**config.mk**
```make
export PLATFORM = sky130hd
export DESIGN_NAME = onehot_req_fsm
export DESIGN_NICKNAME = d
export VERILOG_FILES = /design/src/rtl/onehot_req_fsm.sv
export SDC_FILE = /design/constraint.sdc
export NUM_CORES = 1
export LEC_CHECK = 0
export ABC_AREA = 0
export CORE_MARGIN = 2
export CORE_UTILIZATION = 40
export DETAILED_ROUTE_END_ITERATION = 10
export HOLD_SLACK_MARGIN = 0.12
export PLACE_DENSITY = 0.7
export SETUP_SLACK_MARGIN = 0.2
export SYNTH_ARGS = -nofsm -noshare
export SYNTH_HDL_FRONTEND = slang
export SYNTH_SLANG_ARGS = --single-unit
```
**constraint.sdc**
```tcl
create_clock -name clk -period 1.8 [get_ports clk]
set_input_delay 0.45 -clock clk [delete_from_list [all_inputs] [get_ports clk]]
set_output_delay 0.45 -clock clk [all_outputs]
set_load 0.02 [all_outputs]
```
**src/rtl/onehot_req_fsm.sv**
```systemverilog
// onehot_req_fsm: one-hot request state machine.
// Accepts exactly one of N_CH request lines and holds ACT(k) while that request
// persists. It returns to IDLE when the requests drop. Two or more simultaneous
// requests trap it in CONFLICT, which clears after CLR_CYC consecutive
// all-zero request cycles.
// Optional feature macro: OHR_BLINK_EN (blink modulation of the active output).
// Ports:
//   clk   - system clock, rising edge
//   reset - synchronous, active-high
//   req   - request lines, bit k = channel k
//   y     - channel outputs, at most one bit high (registered)
//   state - one-hot state: bit0 IDLE, bit k+1 ACT(k), bit N_CH+1 CONFLICT (registered)
//   fault - high while in CONFLICT (registered)
module onehot_req_fsm #(
  parameter int unsigned N_CH       = 4,
  parameter int unsigned BLINK_HALF = 8,
  parameter int unsigned CLR_CYC    = 4
) (
  input  logic              clk,
  input  logic              reset,
  input  logic [N_CH-1:0]   req,
  output logic [N_CH-1:0]   y,
  output logic [N_CH+1:0]   state,
  output logic              fault
);

  localparam int unsigned CNT_MAX = (CLR_CYC > BLINK_HALF) ? CLR_CYC : BLINK_HALF;
  localparam int unsigned CW      = $clog2(CNT_MAX + 1);
  localparam int unsigned CHW     = $clog2(N_CH);

  typedef enum logic [1:0] {
    S_IDLE     = 2'd0,
    S_ACT      = 2'd1,
    S_CONFLICT = 2'd2
  } mode_t;

  mode_t           mode, nxt_mode;
  logic [CHW-1:0]  ch, nxt_ch;
  logic [CW-1:0]   clr_cnt, nxt_clr;
  logic [N_CH+1:0] nxt_state;
  logic [N_CH-1:0] nxt_ch_oh;

  // Request classification: ZERO, ONE(idx), MULTI.
  logic            req_zero, req_multi, req_one;
  logic [CHW-1:0]  req_idx;

  always_comb begin
    req_zero  = ~|req;
    // Clearing the lowest set bit leaves something only if two or more were set.
    req_multi = |(req & (req - N_CH'(1)));
    req_one   = ~req_zero & ~req_multi;
    req_idx   = '0;
    for (int k = 0; k < N_CH; k++) begin
      if (req[k]) req_idx = CHW'(k);
    end
  end

  // Next-state, clear counter and one-hot decode of the next state.
  always_comb begin
    nxt_mode = mode;
    nxt_ch   = ch;
    nxt_clr  = '0;
    unique case (mode)
      S_IDLE: begin
        if (req_multi) begin
          nxt_mode = S_CONFLICT;
        end else if (req_one) begin
          nxt_mode = S_ACT;
          nxt_ch   = req_idx;
        end
      end
      S_ACT: begin
        // A different single request drops to IDLE first; no direct switch.
        if (req_multi)                    nxt_mode = S_CONFLICT;
        else if (req_one && req_idx == ch) nxt_mode = S_ACT;
        else                              nxt_mode = S_IDLE;
      end
      S_CONFLICT: begin
        if (req_zero) begin
          if (clr_cnt == CW'(CLR_CYC - 1)) nxt_mode = S_IDLE;
          else                             nxt_clr  = clr_cnt + CW'(1);
        end
      end
      default: nxt_mode = S_IDLE;
    endcase

    nxt_state         = '0;
    nxt_state[0]      = (nxt_mode == S_IDLE);
    nxt_state[N_CH+1] = (nxt_mode == S_CONFLICT);
    for (int k = 0; k < N_CH; k++) begin
      nxt_ch_oh[k]   = (nxt_mode == S_ACT) && (nxt_ch == CHW'(k));
      nxt_state[k+1] = nxt_ch_oh[k];
    end
  end

`ifdef OHR_BLINK_EN
  logic [CW-1:0] blk_cnt, nxt_blk;
  logic          phase, nxt_phase;

  // Blink runs only while staying in the same ACT(k); entry restarts at phase 1.
  always_comb begin
    nxt_blk   = '0;
    nxt_phase = 1'b1;
    if (mode == S_ACT && nxt_mode == S_ACT) begin
      if (blk_cnt == CW'(BLINK_HALF - 1)) begin
        nxt_blk   = '0;
        nxt_phase = ~phase;
      end else begin
        nxt_blk   = blk_cnt + CW'(1);
        nxt_phase = phase;
      end
    end
  end
`endif

  // State and registered outputs.
  always_ff @(posedge clk) begin
    if (reset) begin
      mode    <= S_IDLE;
      ch      <= '0;
      clr_cnt <= '0;
      state   <= (N_CH+2)'(1);
      y       <= '0;
      fault   <= 1'b0;
`ifdef OHR_BLINK_EN
      blk_cnt <= '0;
      phase   <= 1'b1;
`endif
    end else begin
      mode    <= nxt_mode;
      ch      <= nxt_ch;
      clr_cnt <= nxt_clr;
      state   <= nxt_state;
      fault   <= (nxt_mode == S_CONFLICT);
`ifdef OHR_BLINK_EN
      blk_cnt <= nxt_blk;
      phase   <= nxt_phase;
      y       <= nxt_phase ? nxt_ch_oh : '0;
`else
      y       <= nxt_ch_oh;
`endif
    end
  end

endmodule

```
==> impl_metrics.xml, run 1 <==
<?xml version="1.0" encoding="UTF-8"?>
<metrics>
  <group name="cells_and_area">
    <metric name="finish.cell_count_without_fillers" unit="">129</metric>
    <metric name="count_of_nets_after_finishing" unit="">113</metric>
    <metric name="final.fill_count" unit="">170</metric>
    <metric name="num_antenna_cells" unit="">0</metric>
    <metric name="drive_above_1_share" unit="%">16.3</metric>
    <metric name="area_delta_synth_final" unit="%">27.0</metric>
    <metric name="multi_input_area" unit="µm²">398</metric>
    <metric name="area.sequential" unit="µm²">280</metric>
    <metric name="finish.instance_area" unit="µm²">948</metric>
  </group>
  <group name="sta">
    <metric name="post-route-worst-setup-slack" unit="ns">0.287</metric>
    <metric name="setup_violations" unit="">0</metric>
    <metric name="hold_slack" unit="ns">0.446</metric>
    <metric name="max_transition_margin" unit="%">74.1</metric>
    <metric name="setup_repair_after_global_routing_missed_its_margin" unit="">false</metric>
    <metric name="clock-skew-final" unit="ns">0.00165</metric>
    <metric name="max_clock_freq" unit="MHz">661</metric>
    <metric name="period_minus_slack" unit="ns">1.51</metric>
    <metric name="timing_worst_slew_pin_value" unit="ns">0.379</metric>
    <metric name="timing.final.max_slew_violations" unit="">0</metric>
    <metric name="layout_worst_path_cycle_share" unit="%">84.0</metric>
    <metric name="hold_viol" unit="">0</metric>
  </group>
  <group name="place">
    <metric name="placed_area" unit="µm²">930</metric>
    <metric name="dp_hpwl" unit="µm">1040</metric>
    <metric name="place_ws" unit="ns">-0.226</metric>
    <metric name="port_buffer_count" unit="">16</metric>
    <metric name="finalWeightedCongestion" unit="">0.846</metric>
    <metric name="place_inst" unit="">126</metric>
  </group>
  <group name="setup_path">
    <metric name="number_of_cells_on_the_worst_reg_to_reg_path" unit="">5</metric>
    <metric name="setup.worst_path.class" unit="">primary input to flop</metric>
    <metric name="required" unit="ns">2.02</metric>
    <metric name="timing.critical_path.depth" unit="">4</metric>
    <metric name="critical_path.n_buffers_inverters" unit="">1</metric>
    <metric name="critical_path.max_stage_delay" unit="ns">0.54</metric>
    <metric name="worst_setup_path_start_kind" unit="">primary input</metric>
    <metric name="critical_path.top_delay_family" unit="">simple AND/OR/NAND/NOR gates</metric>
    <metric name="worstSetupEndpointType" unit="">flop</metric>
    <metric name="timing.critical_path.arrival" unit="ns">1.74</metric>
    <metric name="cell_by_cell_trace_of_the_critical_path" unit="">dlygate4sd2_1 -&gt; or4_4 -&gt; or3b_4 -&gt; nor2_1</metric>
    <metric name="critical-path-slowest-cell" unit="">or4_4</metric>
    <metric name="critical_path.max_fanout" unit="">3</metric>
  </group>
  <group name="global_route">
    <metric name="grt_start_max_net_pins" unit="">13</metric>
    <metric name="grt_overflow_total" unit="">0</metric>
    <metric name="antenna_found_initial" unit="">0</metric>
    <metric name="gr-usage-all-layers" unit="%">15.5</metric>
    <metric name="grt_pass1_wl" unit="µm">2370</metric>
    <metric name="first_global_vias" unit="">569</metric>
  </group>
  <group name="cts">
    <metric name="numCtsBuffers" unit="">3</metric>
    <metric name="worst_skew_pair.late_latency" unit="ns">0.28</metric>
    <metric name="cts_tree" unit="">yes</metric>
    <metric name="num_clock_sinks" unit="">14</metric>
    <metric name="ctsHtreeMaxLevel" unit="">1</metric>
    <metric name="clock_slew_at_reported_path_ffs" unit="ns">0.08</metric>
    <metric name="clock_path_buffers" unit="">2</metric>
    <metric name="cts_hold_buf" unit="">0</metric>
    <metric name="cts_root_buf" unit="">clkbuf_4</metric>
    <metric name="postCtsSetupBuffers" unit="">0</metric>
  </group>
  <group name="logic_synthesis">
    <metric name="yosysMostFrequentCell" unit="">dfxtp_1</metric>
    <metric name="netlist_instances" unit="">88</metric>
    <metric name="synth_seq_cells" unit="">14</metric>
    <metric name="netlist_area" unit="µm²">747</metric>
    <metric name="area_share_of_fa_ha_maj_cells_after_synthesis" unit="%">3.02</metric>
    <metric name="synth.net_count" unit="">95</metric>
    <metric name="netlist.area_leader.share" unit="%">37.5</metric>
    <metric name="synth_seq_area_share" unit="%">37.5</metric>
    <metric name="proportion_of_synthesized_area_in_mux_cells" unit="%">0</metric>
    <metric name="compound_gate_portion_of_the_synthesized_area" unit="%">15.4</metric>
    <metric name="synth_top_flop_cell" unit="">dfxtp_1</metric>
    <metric name="synthDistinctLibCells" unit="">37</metric>
    <metric name="ys.warnings.count" unit="">0</metric>
    <metric name="synth_top_cells_by_area" unit="">dfxtp_1 (38%), buf_4 (5.0%), nor2_1 (5.0%), xor2_1 (4.7%), o21ai_0 (3.4%)</metric>
    <metric name="synth_top_family_by_area" unit="">simple AND/OR/NAND/NOR gates</metric>
    <metric name="synth_xor_area_share" unit="%">5.86</metric>
    <metric name="avgSynthCellArea" unit="µm²">8.49</metric>
    <metric name="synthArstFlopShare" unit="%">0</metric>
    <metric name="post_synth_most_frequent_cells" unit="">dfxtp_1 (14), nor2_1 (10), buf_4 (5), nand2_1 (5), o21ai_0 (5)</metric>
    <metric name="yosysTopAreaCell" unit="">dfxtp_1</metric>
    <metric name="count_of_flip_flops_with_a_built_in_enable_after_synthesis" unit="">0</metric>
    <metric name="synth-simple-area-share" unit="%">27.1</metric>
  </group>
  <group name="routing">
    <metric name="detail_route.vias_per_cell" unit="">5.16</metric>
    <metric name="totalWireLength" unit="µm">1430</metric>
    <metric name="dr.pass1.iters" unit="">4</metric>
    <metric name="route.detailed.drc" unit="">0</metric>
    <metric name="wirelength_per_cell" unit="µm">11.0</metric>
    <metric name="post_route_antenna_net_violation_count" unit="">0</metric>
    <metric name="vias" unit="">666</metric>
    <metric name="initialDrtViolationCount" unit="">14</metric>
  </group>
  <group name="die">
    <metric name="die-width" unit="µm">47.2</metric>
    <metric name="core.rowCount" unit="">15</metric>
    <metric name="ioPinCount" unit="">17</metric>
    <metric name="initial_core_utilization" unit="%">42.8</metric>
    <metric name="dieArea" unit="mm²">0.00223</metric>
    <metric name="placeableCoreArea" unit="mm²">0.00175</metric>
    <metric name="die_height" unit="µm">47.2</metric>
  </group>
  <group name="power">
    <metric name="totalPowerFinal" unit="mW">0.660</metric>
    <metric name="peak_supply_drop" unit="mV">0.533</metric>
    <metric name="static-leakage-power" unit="nW">0.409</metric>
    <metric name="power_density" unit="mW/mm²">696</metric>
  </group>
  <group name="outcome">
    <metric name="outcome" unit="">finished, final reports clean</metric>
  </group>
  <group name="hold_path">
    <metric name="cell_depth_of_the_worst_hold_path" unit="">1</metric>
    <metric name="worst_hold_path_type" unit="">flop to flop</metric>
  </group>
  <group name="job">
    <metric name="max_cap_viol_count" unit="">0</metric>
  </group>
</metrics>
[final timing paths]
path                                  from         end  slack [ns]
worst min-delay path            clr_cnt[0]  clr_cnt[0]        0.45
worst max register to register  clr_cnt[0]    state[0]        0.40
worst max-delay path                req[2]  clr_cnt[0]        0.29
worst min register to register  clr_cnt[0]  clr_cnt[0]        0.45
[where the power goes]
part / leakage (nW) / internal [mW] / total [mW] / switching [mW]
Clock: 0.0138 / 0.0776 / 0.177 / 0.0994
Sequential: 0.114 / 0.327 / 0.342 / 0.0144
Combinational: 0.281 / 0.0634 / 0.141 / 0.0780
Total: 0.409 / 0.468 / 0.660 / 0.192
[metrics by stage]
| stage | TNS (ns) | util (%) |
|---|---|---|
| CTS | 0 | 54.3 |
| detailed placement | -1.90 | 53.3 |
| floorplan | 0 | - |
| finish | 0 | 54.3 |
| global route | 0 | 54.3 |
| global placement | -1.74 | 53.3 |
[final cells by class]
type,instances,area share (%)
clock buffers,3,2.37
well taps,25,3.30
inverters,3,1.19
repair buffers,24,21.6
multi-input cells,60,42.0
flip-flops and latches,14,29.6
[per-layer routing]
metal	track usage [%]	wire length, µm	vias to the layer above
li1	-	-	336
met1	18.6	643	303
met2	24.9	669	22
met3	4.62	76	5
met4	8.33	36	0
met5	0	0	-
[state kept, by name, summed over array words and instances, names as in the netlist]
register,flops
mode,2
clr_cnt,4
y,3
ch,2
state,3
[timing repair]
| item | 4_1_cts | 5_1_grt |
|---|---|---|
| endpoints found under the setup margin | 21 | 0 |
| endpoints found under the hold margin | 0 | 0 |
| gates resized for setup | 19 | 0 |
[cell usage in the layout (no fill, tap or decap), drive strengths merged, types with 3 or more instances in the layout]
| cell | instances |
|---|---|
| xor2 | 4 |
| o21ai | 5 |
| nor2 | 10 |
| inv | 3 |
| dlygate4sd2 | 15 |
| clkbuf | 3 |
| nand2 | 5 |
| dfxtp | 14 |
| buf | 8 |
| a21oi | 4 |
| nand3 | 3 |
[logic make-up (layout without fill, tap and decap cells)]
kind of cell / Yosys count / after routing
and+or+nand+nor: 35 / 35
AOI/OAI and AO/OA: 18 / 18
DFF: 14 / 14
buffers and inverters: 14 / 30
xor gates and xnor gates: 5 / 5
adders and majority gates: 2 / 2
No activity file was read; power rests on OpenSTA's default activity.
==> inputs of run 2 (changes only) <==
Clock period 1.8 ns to 1.51 ns, I/O delays scaled along.
==> run 2 against run 1 <==
Non-clock buffer count is 12 higher. Power is 38% higher. First-iteration DRC count is 36% lower. Register-to-register slack worse by 0.22 ns. Critical path depth stayed put. Sequential cell count stayed put. Cell area is 15% higher. Via count is 8.3% higher. Clock power is 59% higher. Largest cell class unchanged. Highest routed layer unchanged.
==> impl_metrics.xml, run 2 (same netlist as run 1, synthesis figures left out) <==
<?xml version="1.0" encoding="UTF-8"?>
<metrics>
  <group name="setup_path">
    <metric name="required" unit="ns">1.73</metric>
    <metric name="cell_by_cell_trace_of_the_critical_path" unit="">or4_4 -&gt; nand2_2 -&gt; a21o_1 -&gt; nor3b_2</metric>
    <metric name="critical_path.max_fanout" unit="">5</metric>
    <metric name="worstSetupEndpointType" unit="">flop</metric>
    <metric name="number_of_cells_on_the_worst_reg_to_reg_path" unit="">4</metric>
    <metric name="critical_path.max_stage_delay" unit="ns">0.52</metric>
    <metric name="critical-path-slowest-cell" unit="">or4_4</metric>
    <metric name="worst_setup_path_start_kind" unit="">flop</metric>
    <metric name="timing.critical_path.arrival" unit="ns">1.55</metric>
    <metric name="setup.worst_path.class" unit="">flop to flop</metric>
  </group>
  <group name="sta">
    <metric name="period_minus_slack" unit="ns">1.33</metric>
    <metric name="clock-skew-final" unit="ns">0.0117</metric>
    <metric name="post-route-worst-setup-slack" unit="ns">0.184</metric>
    <metric name="max_clock_freq" unit="MHz">754</metric>
    <metric name="max_transition_margin" unit="%">78.7</metric>
    <metric name="hold_slack" unit="ns">0.447</metric>
    <metric name="setup_violations" unit="">0</metric>
    <metric name="setup_repair_after_global_routing_missed_its_margin" unit="">true</metric>
    <metric name="timing.final.max_slew_violations" unit="">0</metric>
    <metric name="layout_worst_path_cycle_share" unit="%">87.8</metric>
    <metric name="hold_viol" unit="">0</metric>
    <metric name="timing_worst_slew_pin_value" unit="ns">0.312</metric>
  </group>
  <group name="routing">
    <metric name="post_route_antenna_net_violation_count" unit="">0</metric>
    <metric name="detail_route.vias_per_cell" unit="">5.08</metric>
    <metric name="vias" unit="">721</metric>
    <metric name="initialDrtViolationCount" unit="">9</metric>
    <metric name="wirelength_per_cell" unit="µm">12.5</metric>
    <metric name="route.detailed.drc" unit="">0</metric>
    <metric name="dr.pass1.iters" unit="">4</metric>
    <metric name="totalWireLength" unit="µm">1780</metric>
  </group>
  <group name="cells_and_area">
    <metric name="finish.cell_count_without_fillers" unit="">142</metric>
    <metric name="max_flop_register" unit="">clr_cnt</metric>
    <metric name="num_antenna_cells" unit="">0</metric>
    <metric name="count_of_nets_after_finishing" unit="">125</metric>
    <metric name="area_delta_synth_final" unit="%">45.9</metric>
    <metric name="largest_registers_in_the_final_layout" unit="">clr_cnt x4, state x3, y x3</metric>
    <metric name="largest_register_ff_count" unit="">4</metric>
    <metric name="layout.cells.most_common_list" unit="">buf_4 (17), clkbuf_2 (10), dfxtp_1 (9)</metric>
    <metric name="final_common_cell" unit="">buf_4</metric>
    <metric name="finish.instance_area" unit="mm²">0.00109</metric>
    <metric name="drive_above_1_share" unit="%">51.3</metric>
  </group>
  <group name="power">
    <metric name="power.switching_fraction" unit="%">28.8</metric>
    <metric name="internal_power" unit="mW">0.647</metric>
    <metric name="static-leakage-power" unit="nW">0.461</metric>
    <metric name="power_density" unit="mW/mm²">835</metric>
    <metric name="p_switching" unit="mW">0.262</metric>
    <metric name="peak_supply_drop" unit="mV">0.709</metric>
    <metric name="combPwrFrac" unit="%">24.6</metric>
    <metric name="totalPowerFinal" unit="mW">0.909</metric>
    <metric name="share_seq_of_total_power" unit="%">44.6</metric>
    <metric name="power.clock.fraction" unit="%">30.9</metric>
  </group>
  <group name="die">
    <metric name="die_height" unit="µm">47.2</metric>
    <metric name="dieArea" unit="mm²">0.00223</metric>
    <metric name="die-width" unit="µm">47.2</metric>
    <metric name="core.rowCount" unit="">15</metric>
    <metric name="initial_core_utilization" unit="%">42.8</metric>
    <metric name="placeableCoreArea" unit="mm²">0.00175</metric>
    <metric name="ioPinCount" unit="">17</metric>
  </group>
  <group name="global_route">
    <metric name="antenna_found_initial" unit="">0</metric>
    <metric name="gr-usage-all-layers" unit="%">17.5</metric>
    <metric name="grt_overflow_total" unit="">0</metric>
    <metric name="grt_start_max_net_pins" unit="">13</metric>
    <metric name="first_global_vias" unit="">652</metric>
    <metric name="grt_pass1_wl" unit="µm">2710</metric>
  </group>
  <group name="cts">
    <metric name="clock_path_buffers" unit="">2</metric>
    <metric name="num_clock_sinks" unit="">14</metric>
    <metric name="worst_skew_pair.late_latency" unit="ns">0.30</metric>
    <metric name="cts_root_buf" unit="">clkbuf_4</metric>
    <metric name="clock_slew_at_reported_path_ffs" unit="ns">0.09</metric>
    <metric name="numCtsBuffers" unit="">3</metric>
    <metric name="ctsHtreeMaxLevel" unit="">1</metric>
    <metric name="cts_hold_buf" unit="">0</metric>
    <metric name="cts_tree" unit="">yes</metric>
  </group>
  <group name="outcome">
    <metric name="outcome" unit="">finished, final reports clean</metric>
  </group>
  <group name="place">
    <metric name="place_inst" unit="">129</metric>
    <metric name="place_ws" unit="ns">-0.469</metric>
    <metric name="dp_hpwl" unit="µm">1160</metric>
    <metric name="finalWeightedCongestion" unit="">0.801</metric>
    <metric name="port_buffer_count" unit="">16</metric>
    <metric name="placed_area" unit="µm²">963</metric>
  </group>
  <group name="job">
    <metric name="max_cap_viol_count" unit="">0</metric>
  </group>
  <group name="hold_path">
    <metric name="worst_hold_path_type" unit="">primary input to flop</metric>
    <metric name="cell_depth_of_the_worst_hold_path" unit="">3</metric>
  </group>
</metrics>
-- run 2: cell types whose count changed in the layout (fill, tap and decap cells not counted), sizes merged --
cell / previous run / this run
dlymetal6s2s: 0 / 1
clkdlybuf4s15: 0 / 2
clkdlybuf4s50: 1 / 0
buf: 8 / 23
clkbuf: 3 / 14
dlygate4sd2: 15 / 0
-- run 2: power by group through the flow --
stage	Clock (mW)	Sequential, mW	Combinational (mW)
after floorplan	0	0.425	0.110
after global placement	0	0.416	0.194
after detailed placement	0	0.416	0.197
after CTS	0.280	0.409	0.204
after global routing	0.297	0.408	0.242
final	0.281	0.405	0.223
-- run 2: worst max-delay path: cells and delay by family, from the launching register on --
kind             cells  cell delay, ns
AO/OA/AOI/OAI        1            0.17
flip-flops           1            0.32
AND/OR/NAND/NOR      3            0.76
-- run 2: what timing repair did --
action | 4_1_cts | 5_1_grt
setup endpoints to repair | 25 | 21
resized for setup | 52 | 19
buffers inserted | 4 | 5
hold endpoints to repair | 0 | 0
pin swaps | 14 | 4
gates cloned | 0 | 0
-- run 2: worst paths after layout --
check | end | start | slack, ns
setup / recovery | y[0] | mode[1] | 0.18
hold / removal | ch[1] | reset | 0.45
setup reg to reg | y[0] | mode[1] | 0.18
hold reg to reg | clr_cnt[0] | clr_cnt[0] | 0.54
-- run 2: area by class of cell --
type	instances	area, µm²
clock buffers	4	36.3
repair buffers	36	267
fillers	172	656
multi-input cells	60	455
well taps	25	31.3
inverters	3	11.3
flip-flops and latches	14	289
-- run 2: per-stage QoR --
step | utilization, % | setup TNS [ns]
floorplan | - | 0
finish | 62.4 | 0
CTS | 61.5 | 0
global placement | 55.2 | -5.34
detailed placement | 55.2 | -5.43
global route | 62.4 | 0
-- run 2: per-layer routing --
| layer | GRT usage [%] | part of all wire, % | vias to the layer above |
|---|---|---|---|
| li1 | - | - | 366 |
| met1 | 19.4 | 44 | 340 |
| met2 | 32.6 | 52 | 13 |
| met3 | 2.31 | 2.2 | 2 |
| met4 | 8.33 | 1.9 | 0 |
| met5 | 0 | 0 | - |
==> inputs of run 3 (changes only) <==
Settings changed: TNS_END_PERCENT set to 50.
==> run 3 against run 2 <==
Routed wire length increased by 8.4%. Global-route usage increased by 1.5 points. Count of clock-buffer cells in the layout decreased by 1. Sequential share of layout area decreased by 0.77 points. Maximum frequency increased by 1.2%. Via count increased by 2.4%. Clock power decreased by 27%. Cell area increased by 3.0%. Clock skew decreased by 0.0014 ns. Register-to-register slack improved by 0.05 ns. Power decreased by 6.9%. Critical path depth decreased by 3.
==> impl_metrics.xml, run 3 (same netlist as run 1, synthesis figures left out) <==
<?xml version="1.0" encoding="UTF-8"?>
<metrics>
  <group name="cells_and_area">
    <metric name="final.fill_count" unit="">152</metric>
    <metric name="area.sequential" unit="µm²">289</metric>
    <metric name="drive_above_1_share" unit="%">50.4</metric>
    <metric name="final_common_cell" unit="">buf_4</metric>
    <metric name="finish.cell_count_without_fillers" unit="">140</metric>
    <metric name="max_flop_register" unit="">clr_cnt</metric>
    <metric name="multi_input_area" unit="µm²">487</metric>
    <metric name="count_of_nets_after_finishing" unit="">124</metric>
    <metric name="num_antenna_cells" unit="">0</metric>
    <metric name="finish.instance_area" unit="mm²">0.00112</metric>
    <metric name="layout.cells.most_common_list" unit="">buf_4 (17), dfxtp_1 (9), nor2_2 (6), dlygate4sd2_1 (6), buf_6 (5)</metric>
    <metric name="largest_registers_in_the_final_layout" unit="">clr_cnt x4, state x3, y x3</metric>
    <metric name="largest_register_ff_count" unit="">4</metric>
    <metric name="area_delta_synth_final" unit="%">50.3</metric>
  </group>
  <group name="sta">
    <metric name="setup_repair_after_global_routing_missed_its_margin" unit="">true</metric>
    <metric name="hold_viol" unit="">0</metric>
    <metric name="layout_worst_path_cycle_share" unit="%">86.7</metric>
    <metric name="max_transition_margin" unit="%">74.7</metric>
    <metric name="clock-skew-final" unit="ns">0.0103</metric>
    <metric name="post-route-worst-setup-slack" unit="ns">0.200</metric>
    <metric name="timing_worst_slew_pin_value" unit="ns">0.370</metric>
    <metric name="max_clock_freq" unit="MHz">763</metric>
    <metric name="setup_violations" unit="">0</metric>
    <metric name="timing.final.max_slew_violations" unit="">0</metric>
    <metric name="period_minus_slack" unit="ns">1.31</metric>
  </group>
  <group name="cts">
    <metric name="ctsHtreeMaxLevel" unit="">1</metric>
    <metric name="clock_path_buffers" unit="">2</metric>
    <metric name="worst_skew_pair.late_latency" unit="ns">0.29</metric>
    <metric name="cts_hold_buf" unit="">0</metric>
    <metric name="clock_slew_at_reported_path_ffs" unit="ns">0.08</metric>
    <metric name="num_clock_sinks" unit="">14</metric>
    <metric name="cts_root_buf" unit="">clkbuf_4</metric>
    <metric name="cts_tree" unit="">yes</metric>
    <metric name="numCtsBuffers" unit="">3</metric>
  </group>
  <group name="place">
    <metric name="placed_area" unit="µm²">982</metric>
    <metric name="dp_hpwl" unit="µm">1180</metric>
    <metric name="place_ws" unit="ns">-0.484</metric>
    <metric name="finalWeightedCongestion" unit="">0.836</metric>
    <metric name="port_buffer_count" unit="">16</metric>
    <metric name="place_inst" unit="">133</metric>
  </group>
  <group name="die">
    <metric name="dieArea" unit="mm²">0.00223</metric>
    <metric name="core.rowCount" unit="">15</metric>
    <metric name="placeableCoreArea" unit="mm²">0.00175</metric>
    <metric name="initial_core_utilization" unit="%">42.8</metric>
    <metric name="ioPinCount" unit="">17</metric>
    <metric name="die_height" unit="µm">47.2</metric>
    <metric name="die-width" unit="µm">47.2</metric>
  </group>
  <group name="global_route">
    <metric name="first_global_vias" unit="">683</metric>
    <metric name="antenna_found_initial" unit="">0</metric>
    <metric name="grt_pass1_wl" unit="µm">2850</metric>
    <metric name="grt_start_max_net_pins" unit="">11</metric>
    <metric name="gr-usage-all-layers" unit="%">19.0</metric>
    <metric name="grt_overflow_total" unit="">0</metric>
  </group>
  <group name="hold_path">
    <metric name="worst_hold_path_type" unit="">primary input to flop</metric>
  </group>
  <group name="setup_path">
    <metric name="worstSetupEndpointType" unit="">output port</metric>
    <metric name="critical_path.max_fanout" unit="">2</metric>
    <metric name="critical-path-slowest-cell" unit="">dlygate4sd2_1</metric>
    <metric name="critical_path.max_stage_delay" unit="ns">0.33</metric>
    <metric name="critical_path.n_buffers_inverters" unit="">1</metric>
    <metric name="setup.worst_path.class" unit="">flop to output port</metric>
    <metric name="worst_setup_path_start_kind" unit="">flop</metric>
    <metric name="required" unit="ns">1.13</metric>
    <metric name="timing.critical_path.arrival" unit="ns">0.93</metric>
    <metric name="cell_by_cell_trace_of_the_critical_path" unit="">dlygate4sd2_1</metric>
    <metric name="critical_path.top_delay_family" unit="">buffers and inverters</metric>
  </group>
  <group name="routing">
    <metric name="route.detailed.drc" unit="">0</metric>
    <metric name="detail_route.vias_per_cell" unit="">5.27</metric>
    <metric name="vias" unit="">738</metric>
    <metric name="post_route_antenna_net_violation_count" unit="">0</metric>
    <metric name="totalWireLength" unit="µm">1930</metric>
    <metric name="wirelength_per_cell" unit="µm">13.8</metric>
    <metric name="initialDrtViolationCount" unit="">15</metric>
    <metric name="dr.pass1.iters" unit="">5</metric>
  </group>
  <group name="outcome">
    <metric name="outcome" unit="">finished, final reports clean</metric>
  </group>
  <group name="power">
    <metric name="totalPowerFinal" unit="mW">0.847</metric>
    <metric name="static-leakage-power" unit="nW">0.459</metric>
    <metric name="power_density" unit="mW/mm²">754</metric>
    <metric name="peak_supply_drop" unit="mV">0.501</metric>
  </group>
  <group name="job">
    <metric name="max_cap_viol_count" unit="">0</metric>
  </group>
</metrics>
run 3: path summary, 6_finish.rpt:
path,startpoint,end,slack [ns],cells past startpoint
worst max register to register,clr_cnt[0],clr_cnt[2],0.23,4
worst min register to register,clr_cnt[0],clr_cnt[0],0.54,2
worst max-delay path,state[4],state[4],0.20,1
worst min-delay path,req[0],ch[0],0.45,3
run 3: report_power, final:
part | switching, mW | internal [mW]
combinational | 0.122 | 0.114
sequential | 0.0148 | 0.391
clock | 0.113 | 0.0927
total | 0.249 | 0.597
run 3: what timing repair did:
item | 4_1_cts | 5_1_grt
pin swaps | 9 | 6
setup buffers | 3 | 1
setup endpoints to repair | 25 | 22
endpoints found under the hold margin | 0 | 0
gates resized for setup | 51 | 23
run 3: stage by stage:
step / hold slack (ns) / utilization (%) / setup TNS (ns)
after floorplan: 0.402 / - / 0
after global placement: 0.414 / 56.3 / -5.30
after detailed placement: 0.432 / 56.3 / -5.60
after CTS: 0.469 / 61.4 / 0
after global routing: 0.454 / 64.3 / 0
final: 0.455 / 64.3 / 0
run 3: layout make-up:
type | instances | share of cell area [%]
Multi-Input combinational cell | 60 | 43.4
Sequential cell | 14 | 25.8
Timing Repair Buffer | 35 | 25.1
Tap cell | 25 | 2.79
Clock buffer | 3 | 2.01
Inverter | 3 | 1.00
run 3: metal layers:
metal	up-vias	wire, µm	global-route usage (%)
met5	-	0	0
met2	19	1040	33.2
met3	7	59	6.54
li1	361	-	-
met4	0	40	12.8
met1	351	785	18.9
